===== src/rtl/div_iterative_unit.sv =====
// div_iterative_unit: radix-2 restoring divider, one quotient bit per cycle.
// Pops one request from the divider FIFO and holds the result on the writeback port until acked.
// Applies RISC-V M-extension sign and divide-by-zero rules; only one request in flight.
module div_iterative_unit #(
    parameter int XLEN     = 32,
    parameter int ID_WIDTH = 3
) (
    input  logic                clk,
    input  logic                rst,
    input  logic                in_valid_i,
    input  logic [XLEN-1:0]     in_dividend_i,
    input  logic [XLEN-1:0]     in_divisor_i,
    input  logic [1:0]          in_op_i,
    input  logic [ID_WIDTH-1:0] in_id_i,
    output logic                in_pop_o,
    output logic                wb_valid_o,
    output logic [XLEN-1:0]     wb_rd_o,
    output logic [ID_WIDTH-1:0] wb_id_o,
    input  logic                wb_ack_i
);

    localparam int CW = (XLEN > 1) ? $clog2(XLEN) : 1;

    typedef enum logic [1:0] {IDLE, BUSY, DONE} state_t;

    state_t                state_q, state_d;
    logic [XLEN-1:0]       rem_q, rem_d;
    logic [XLEN-1:0]       quo_q, quo_d;
    logic [XLEN-1:0]       dvs_q, dvs_d;
    logic [CW-1:0]         cnt_q, cnt_d;
    logic [1:0]            op_q, op_d;
    logic [ID_WIDTH-1:0]   id_q, id_d;
    logic                  neg_q_q, neg_q_d;
    logic                  neg_r_q, neg_r_d;
    logic                  wb_valid_q, wb_valid_d;
    logic [XLEN-1:0]       wb_rd_q, wb_rd_d;
    logic [ID_WIDTH-1:0]   wb_id_q, wb_id_d;

    // Operand decode at the FIFO head: DIV and REM (op[0]=0) are the signed ops.
    logic                  is_signed;
    logic                  sign_a, sign_b;
    logic [XLEN-1:0]       mag_a, mag_b;
    assign is_signed = ~in_op_i[0];
    assign sign_a    = is_signed & in_dividend_i[XLEN-1];
    assign sign_b    = is_signed & in_divisor_i[XLEN-1];
    assign mag_a     = sign_a ? -in_dividend_i : in_dividend_i;
    assign mag_b     = sign_b ? -in_divisor_i  : in_divisor_i;

    // One restoring step: shift {rem,quo} left, trial-subtract the divisor with a spare borrow bit.
    logic [XLEN+1:0]       shifted, diff;
    logic                  borrow;
    logic [XLEN-1:0]       rem_step, quo_step;
    assign shifted  = {1'b0, rem_q, quo_q[XLEN-1]};
    assign diff     = shifted - {2'b00, dvs_q};
    assign borrow   = diff[XLEN+1];
    assign rem_step = borrow ? shifted[XLEN-1:0] : diff[XLEN-1:0];
    assign quo_step = {quo_q[XLEN-2:0], ~borrow};

    function automatic logic [XLEN-1:0] pickResult(input logic [1:0] op, input logic nq,
                                                   input logic nr, input logic [XLEN-1:0] r,
                                                   input logic [XLEN-1:0] q);
        if (op[1]) return nr ? -r : r;
        return nq ? -q : q;
    endfunction

    // Next-state logic: iterate in BUSY, hold in DONE, and load a new request whenever the FIFO is popped.
    always_comb begin
        state_d    = state_q;
        rem_d      = rem_q;
        quo_d      = quo_q;
        dvs_d      = dvs_q;
        cnt_d      = cnt_q;
        op_d       = op_q;
        id_d       = id_q;
        neg_q_d    = neg_q_q;
        neg_r_d    = neg_r_q;
        wb_valid_d = wb_valid_q;
        wb_rd_d    = wb_rd_q;
        wb_id_d    = wb_id_q;

        in_pop_o = in_valid_i & ((state_q == IDLE) | ((state_q == DONE) & wb_ack_i)) & ~rst;

        case (state_q)
            BUSY: begin
                rem_d = rem_step;
                quo_d = quo_step;
                if (cnt_q == '0) begin
                    state_d    = DONE;
                    wb_valid_d = 1'b1;
                    wb_rd_d    = pickResult(op_q, neg_q_q, neg_r_q, rem_step, quo_step);
                    wb_id_d    = id_q;
                end else begin
                    cnt_d = cnt_q - CW'(1);
                end
            end
            DONE: begin
                if (wb_ack_i) begin
                    state_d    = IDLE;
                    wb_valid_d = 1'b0;
                end
            end
            default: ;
        endcase

        if (in_pop_o) begin
            op_d    = in_op_i;
            id_d    = in_id_i;
            neg_q_d = sign_a ^ sign_b;
            neg_r_d = sign_a;
            rem_d   = '0;
            quo_d   = mag_a;
            dvs_d   = mag_b;
            cnt_d   = CW'(XLEN - 1);
            if (in_divisor_i == '0) begin
                state_d    = DONE;
                wb_valid_d = 1'b1;
                wb_rd_d    = in_op_i[1] ? in_dividend_i : '1;
                wb_id_d    = in_id_i;
            end else begin
                state_d    = BUSY;
                wb_valid_d = 1'b0;
            end
        end
    end

    // State register with synchronous reset that drops any in-flight request.
    always_ff @(posedge clk) begin
        if (rst) begin
            state_q    <= IDLE;
            rem_q      <= '0;
            quo_q      <= '0;
            dvs_q      <= '0;
            cnt_q      <= '0;
            op_q       <= '0;
            id_q       <= '0;
            neg_q_q    <= 1'b0;
            neg_r_q    <= 1'b0;
            wb_valid_q <= 1'b0;
            wb_rd_q    <= '0;
            wb_id_q    <= '0;
        end else begin
            state_q    <= state_d;
            rem_q      <= rem_d;
            quo_q      <= quo_d;
            dvs_q      <= dvs_d;
            cnt_q      <= cnt_d;
            op_q       <= op_d;
            id_q       <= id_d;
            neg_q_q    <= neg_q_d;
            neg_r_q    <= neg_r_d;
            wb_valid_q <= wb_valid_d;
            wb_rd_q    <= wb_rd_d;
            wb_id_q    <= wb_id_d;
        end
    end

    assign wb_valid_o = wb_valid_q;
    assign wb_rd_o    = wb_rd_q;
    assign wb_id_o    = wb_id_q;

endmodule


===== config.mk =====
export PLATFORM = sky130hd
export DESIGN_NAME = div_iterative_unit
export DESIGN_NICKNAME = d
export VERILOG_FILES = /design/src/rtl/div_iterative_unit.sv
export SDC_FILE = /design/constraint.sdc
export NUM_CORES = 1
export LEC_CHECK = 0
export BUFFER_PORTS_ARGS = -buffer_cell sky130_fd_sc_hd__buf_2
export CAP_MARGIN = 25
export CORE_ASPECT_RATIO = 1.5
export CORE_MARGIN = 3
export CORE_UTILIZATION = 40
export CTS_CLUSTER_DIAMETER = 30
export DETAILED_ROUTE_END_ITERATION = 8
export SYNTH_ARGS = -nofsm -noshare
export SYNTH_HDL_FRONTEND = slang
export SYNTH_SLANG_ARGS = --single-unit

===== constraint.sdc =====
create_clock -name clk -period 7.62 [get_ports clk]
set_input_delay 1.143 -clock clk [delete_from_list [all_inputs] [get_ports clk]]
set_output_delay 1.143 -clock clk [all_outputs]
set_load 0.01 [all_outputs]

After elaboration in Yosys (flattened, before gate mapping)
Index checks and enable logic that the tools add are counted.
{"block": "word_totals", "register_bits": 146, "input_bits": 73, "output_inout_bits": 37, "word_cells": 75}
{"block": "classes", "n_addsub": 6, "eq_ne": 5, "mux": 34, "bitwise_logic": 10, "n_reduce_logical": 8}
{"op": "2-to-1 mux 32 bit", "n": 14}
{"op": "negation 32 bit", "n": 4}
{"op": "subtractor 33 x 32 -> 34 bit", "n": 1}
{"op": "logical NOT 32 bit", "n": 1}
{"op": "2-to-1 mux 5 bit", "n": 3}
{"op": "2-to-1 mux 3 bit", "n": 4}
{"op": "2-to-1 mux 2 bit", "n": 4}
{"op": "2-to-1 mux 1 bit", "n": 7}
{"op": "inequality test 3 bit, second input constant", "n": 2}
{"op": "AND 1 bit", "n": 5}
{"op": "logical NOT 5 bit", "n": 1}
{"op": "subtractor 5 x 1 -> 5 bit, second input constant", "n": 1}
{"op": "case mux 2 bit (2 select lines)", "n": 1}
{"op": "NOT 1 bit", "n": 3}
{"op": "AND reduction 3 bit", "n": 1}
{"op": "nonzero test 3 bit", "n": 1}
{"op": "== test 2 x 1 -> 1 bit, second input constant", "n": 1}
{"op": "== test 2 bit, second input constant", "n": 1}
{"op": "logical NOT 2 bit", "n": 1}
{"op": "inequality test 2 bit, second input constant", "n": 1}
{"op": "case mux 1 bit (2 select lines)", "n": 1}
{"op": "AND reduction 2 bit", "n": 1}
{"op": "nonzero test 2 bit", "n": 1}
{"op": "OR reduction 2 bit", "n": 1}
{"op": "other kinds (2)", "n": 2}

Logic depth before layout (Yosys ltp)
{"block": "depth", "depth_word": 10, "mapped_depth": 21, "mapped_depth_nobuf": 17}

Worst setup path after synthesis
Ideal clock, no wire load.
{"block": "synth_timing", "kind": "reg2reg", "from": "register dvs_q[14]", "to": "register wb_rd_q[24], in the netlist wb_rd_o[24]", "setup_time_ns": 0.117, "arrival_ns": 4.039, "t_required_ns": 7.503, "path_slack_ns": 3.464, "stages_incl_launch_ff": 21, "path_buffers": 5, "synth_period_minus_slack_ns": 4.156, "cell_sequence": "dfxtp_1 inv_1 ha_1 buf_2 nand4_1 nor3_2 a221oi_2 a2111o_1 nand2_4 buf_2 buf_2 buf_2 buf_2 nand2_1 o21ai_0 ha_1 nand4_1 or3_1 o21ai_0 xor2_1 o21ai_1"}
{"block": "synth_between", "elab_chain_len": 10, "word_cells_on_any_way": 13, "classes_between": "3 x add/sub; 9 x mux; 1 x bitwise"}
{"element": "start, declared", "line_no": "29", "text": "logic [XLEN-1:0] dvs_q, dvs_d;"}
{"element": "start signal, assigned", "line_no": "145", "text": "dvs_q <= dvs_d;"}
{"element": "subtractor 33 x 32 -> 34 bit (*)", "line_no": "54", "text": "assign diff = shifted - {2'b00, dvs_q};"}
{"element": "2-to-1 mux 32 bit", "line_no": "56", "text": "assign rem_step = borrow ? shifted[XLEN-1:0] : diff[XLEN-1:0];"}
{"element": "negation 32 bit", "line_no": "62", "text": "if (op[1]) return nr ? -r : r;"}
{"element": "2-to-1 mux 32 bit (2 in a row)", "line_no": "62"}
{"element": "2-to-1 mux 32 bit (*)", "line_no": "63", "text": "return nq ? -q : q;"}
{"element": "2-to-1 mux 32 bit (*)", "line_no": "87", "text": "if (cnt_q == '0) begin"}
{"element": "2-to-1 mux 32 bit (*)", "line_no": "83", "text": "case (state_q)"}
{"element": "2-to-1 mux 32 bit", "line_no": "114", "text": "if (in_divisor_i == '0) begin"}
{"element": "2-to-1 mux 32 bit (*)", "line_no": "105", "text": "if (in_pop_o) begin"}
{"element": "end signal, assigned", "line_no": "152", "text": "wb_rd_q <= wb_rd_d;"}
{"element": "end, declared", "line_no": "36", "text": "logic [XLEN-1:0] wb_rd_q, wb_rd_d;"}
Every way passes the cells marked *; elsewhere a longest branch is shown, timed or not. The select of a mux whose other input is x is not followed.
A chain may end at the register's enable or synchronous reset.

Final worst setup path
{"block": "layout_timing", "from": "register dvs_q[1]", "to": "register wb_rd_q[28], in the netlist wb_rd_o[28]"}
Same word-level chain as after synthesis.

==> results.py <==
metrics = {
    "critical_path": {
        "r2r_start": "dvs_q[1]",
        "arrival_ns": 5.72,
        "regToRegEndpoint": "wb_rd_o[28]",
        "r2r_cells": 17,
        "endpoint": "wb_rd_o[28]",
        "worstPathMaxFanout": 59,
        "timing.critical_path.to_type": "register",
        "crit_required_ns": 7.93,
        "critPathKind": "register to register",
        "start_kind": "register",
        "r2r_slack_ns": 2.20,
        "crit_start": "dvs_q[1]",
    },
    "floorplan": {
        "rows": 74,
        "die_area_um2": 30330,
        "die_x_um": 143.2,
        "io_pins": 110,
        "die_h_um": 211.8,
        "core_area_um2": 27500,
        "start_util": 0.4107,
    },
    "placement": {
        "io_buffers": 109,
        "hpwl_um": 29590,
        "preCtsSetupSlack_ns": 2.216,
        "place_congestion": 0.9434,
    },
    "routing": {
        "drc_errors": 0,
        "wl_met1_um": 15470,
        "ant_nets": 0,
        "drt-wirelength-per-cell_um": 20.20,
        "wl_met3_um": 1626,
        "vias": 11770,
        "drt_first_pass_iters": 5,
        "drt_wl_total_um": 39270,
        "drt_iter0_drc": 722,
        "vias_per_cell": 6.057,
        "wl_met2_um": 19270,
        "top_layer": "met4",
    },
    "final_layout": {
        "syn_to_final_growth_pct": 11.81,
        "drive_above_1_share": 0.1167,
        "final_common_cell": "nand2_1",
        "layout_common_cells": "nand2_1, nor2_1, dfxtp_1",
        "finalNetCount": 1701,
        "final_util": 0.4592,
        "antenna_cells": 0,
    },
    "sta": {
        "setup_viol": 0,
        "max_freq_mhz": 184.6,
        "worst_pin_slew_ns": 1.002,
        "hold_viol": 0,
        "fin_ws_ns": 2.202,
        "final.period_utilization": 0.7110,
        "timing.slew.headroom": 0.3312,
        "clock_skew_ns": 0.01392,
        "fin_setup_tns_ns": 0,
        "min_period_ns": 5.418,
        "slew_viol_final": 0,
        "rsz0062_at_grt": "no",
    },
    "synthesis": {
        "avgSynthCellArea_um2": 7.315,
        "ys_seq_area_frac": 0.2552,
        "yosysUniqueCellTypes": 90,
        "syn_area_um2": 11290,
        "synthCells": 1544,
        "ys_warn_count": 0,
        "synth_seq_cells": 144,
        "async_reset_ff_frac": 0,
        "synth-edff-count": 0,
        "ys.flop_type": "dfxtp_1",
        "syn_nets": 1656,
    },
    "pwr": {
        "power_density_nw_per_um2": 239.9,
        "p_leak_nw": 4.838,
        "p_total_w": 0.003030,
        "vdd_drop_max_uv": 186.1,
    },
    "clock_network": {
        "path_clk_slew_ns": 0.07,
        "cts_tree": "yes",
        "clock_latency_ns": 0.45,
        "numClockSinks": 144,
        "cts_resized": 0,
        "cts_root_buffer": "clkbuf_16",
        "cts_setup_buffers": 0,
        "htreeDepth": 4,
        "clk_path_buf_depth": 2,
        "cts_made_buffers": 17,
        "ctsHoldBuffers": 0,
    },
    "status": {
        "status": "complete, no violations",
    },
    "grt": {
        "track_usage": 0.2578,
        "antenna_found_initial": 0,
        "grt_pass1_vias": 11440,
        "grt_pass1_wl_um": 61470,
        "grt_max_degree": 89,
        "grt-ovfl-total": 0,
    },
    "flow_run": {
        "drv_cap": 0,
    },
    "min_path": {
        "hold_path.class": "register to register",
    },
}
-- sequential cells by signal (all words and copies together), names as in the netlist --
name	flops
cnt_q	5
dvs_q	32
id_q	3
neg_q_q	1
neg_r_q	1
op_q	1
quo_q	32
rem_q	32
state_q	2
wb_id_o	3
wb_rd_o	32
-- report_power, final --
part           switching [W]  internal [W]
sequential         0.0000686      0.000812
clock               0.000370      0.000505
combinational       0.000826      0.000448
-- layer usage --
metal / global-route usage / up-vias
met2: 0.4408 / 344
met5: 0 / -
met3: 0.03322 / 117
li1: - / 5771
met4: 0.1768 / 0
met1: 0.2953 / 5542
-- Yosys cell counts, drive strengths merged (6+ instances only) --
cell | number | share of area
a211oi | 70 | 0.047
a21o | 17 | 0.011
a21oi | 110 | 0.049
a221oi | 6 | 0.0058
a311oi | 47 | 0.036
a31oi | 14 | 0.0078
and2 | 6 | 0.0033
and3 | 10 | 0.0055
buf | 20 | 0.0083
clkbuf | 77 | 0.026
dfxtp | 144 | 0.26
ha | 38 | 0.042
inv | 55 | 0.019
mux2i | 20 | 0.018
nand2 | 192 | 0.064
nand2b | 9 | 0.0050
nand3 | 25 | 0.011
nand4 | 17 | 0.0094
nor2 | 184 | 0.062
nor2b | 7 | 0.0039
nor3 | 52 | 0.023
nor4 | 14 | 0.0078
o211a | 6 | 0.0053
o211ai | 14 | 0.0093
o21a | 9 | 0.0060
o21ai | 90 | 0.040
o22ai | 6 | 0.0033
o31a | 7 | 0.0055
o31ai | 22 | 0.016
o41ai | 10 | 0.0084
or2 | 6 | 0.0033
or3 | 27 | 0.015
or4 | 11 | 0.0073
xnor2 | 63 | 0.049
xor2 | 63 | 0.049
-- cell families after synthesis --
kind of cell | after synthesis | share of synthesized area
AND/OR/NAND/NOR | 581 | 0.2373
AO/OA/AOI/OAI | 476 | 0.2895
buffers and inverters | 153 | 0.05273
flip-flops | 144 | 0.2552
XOR/XNOR | 126 | 0.09771
adder cells (fa/ha/maj) | 39 | 0.04387
multiplexers | 25 | 0.02371
-- through the flow --
| step | hold WS [ns] | instance area (µm²) | cells |
|---|---|---|---|
| CTS | 0.4564 | 12600 | 1943 |
| global placement | 0.4431 | 12000 | 1911 |
| global route | 0.4754 | 12630 | 1944 |
| finish | 0.4542 | 12630 | 1944 |
| detailed placement | 0.4471 | 12000 | 1911 |
| floorplan | 0.4319 | 11290 | 1544 |
-- how the worst min path moves through the flow --
stage	slack (ns)	startpoint	cells past startpoint	endpoint
after floorplan	0.43	dvs_q[30]	2	dvs_q[30]
after global placement	0.44	id_q[2]	2	id_q[2]
after detailed placement	0.45	id_q[2]	2	id_q[2]
after CTS	0.46	id_q[2]	2	id_q[2]
after global routing	0.48	id_q[2]	2	id_q[2]
final	0.45	id_q[2]	2	id_q[2]
-- critical path, cell delays in order, from the launching register on --
cell,delay (ns)
dfxtp_1,0.37
inv_1,0.06
ha_1,0.25
nor2b_1,0.16
o31a_2,0.35
o211ai_1,0.36
a2111o_1,0.53
nand2_4,0.54
inv_4,0.44
ha_1,0.25
nand3_1,0.22
or3_1,0.49
or3_1,0.41
o31ai_1,0.29
xor2_1,0.18
o221ai_1,0.13
o311ai_1,0.12
o22ai_1,0.12
-- area by class of cell --
class / instances / area (µm²)
fill: 2852 / 14870
sequential: 144 / 2883
clock inverter: 13 / 151.4
clock buffer: 19 / 452.9
timing repair buffer: 123 / 673.1
tap: 342 / 427.9
inverter: 56 / 212.7
multi-input combinational: 1247 / 7828
(Power assumes the default switching activity.)
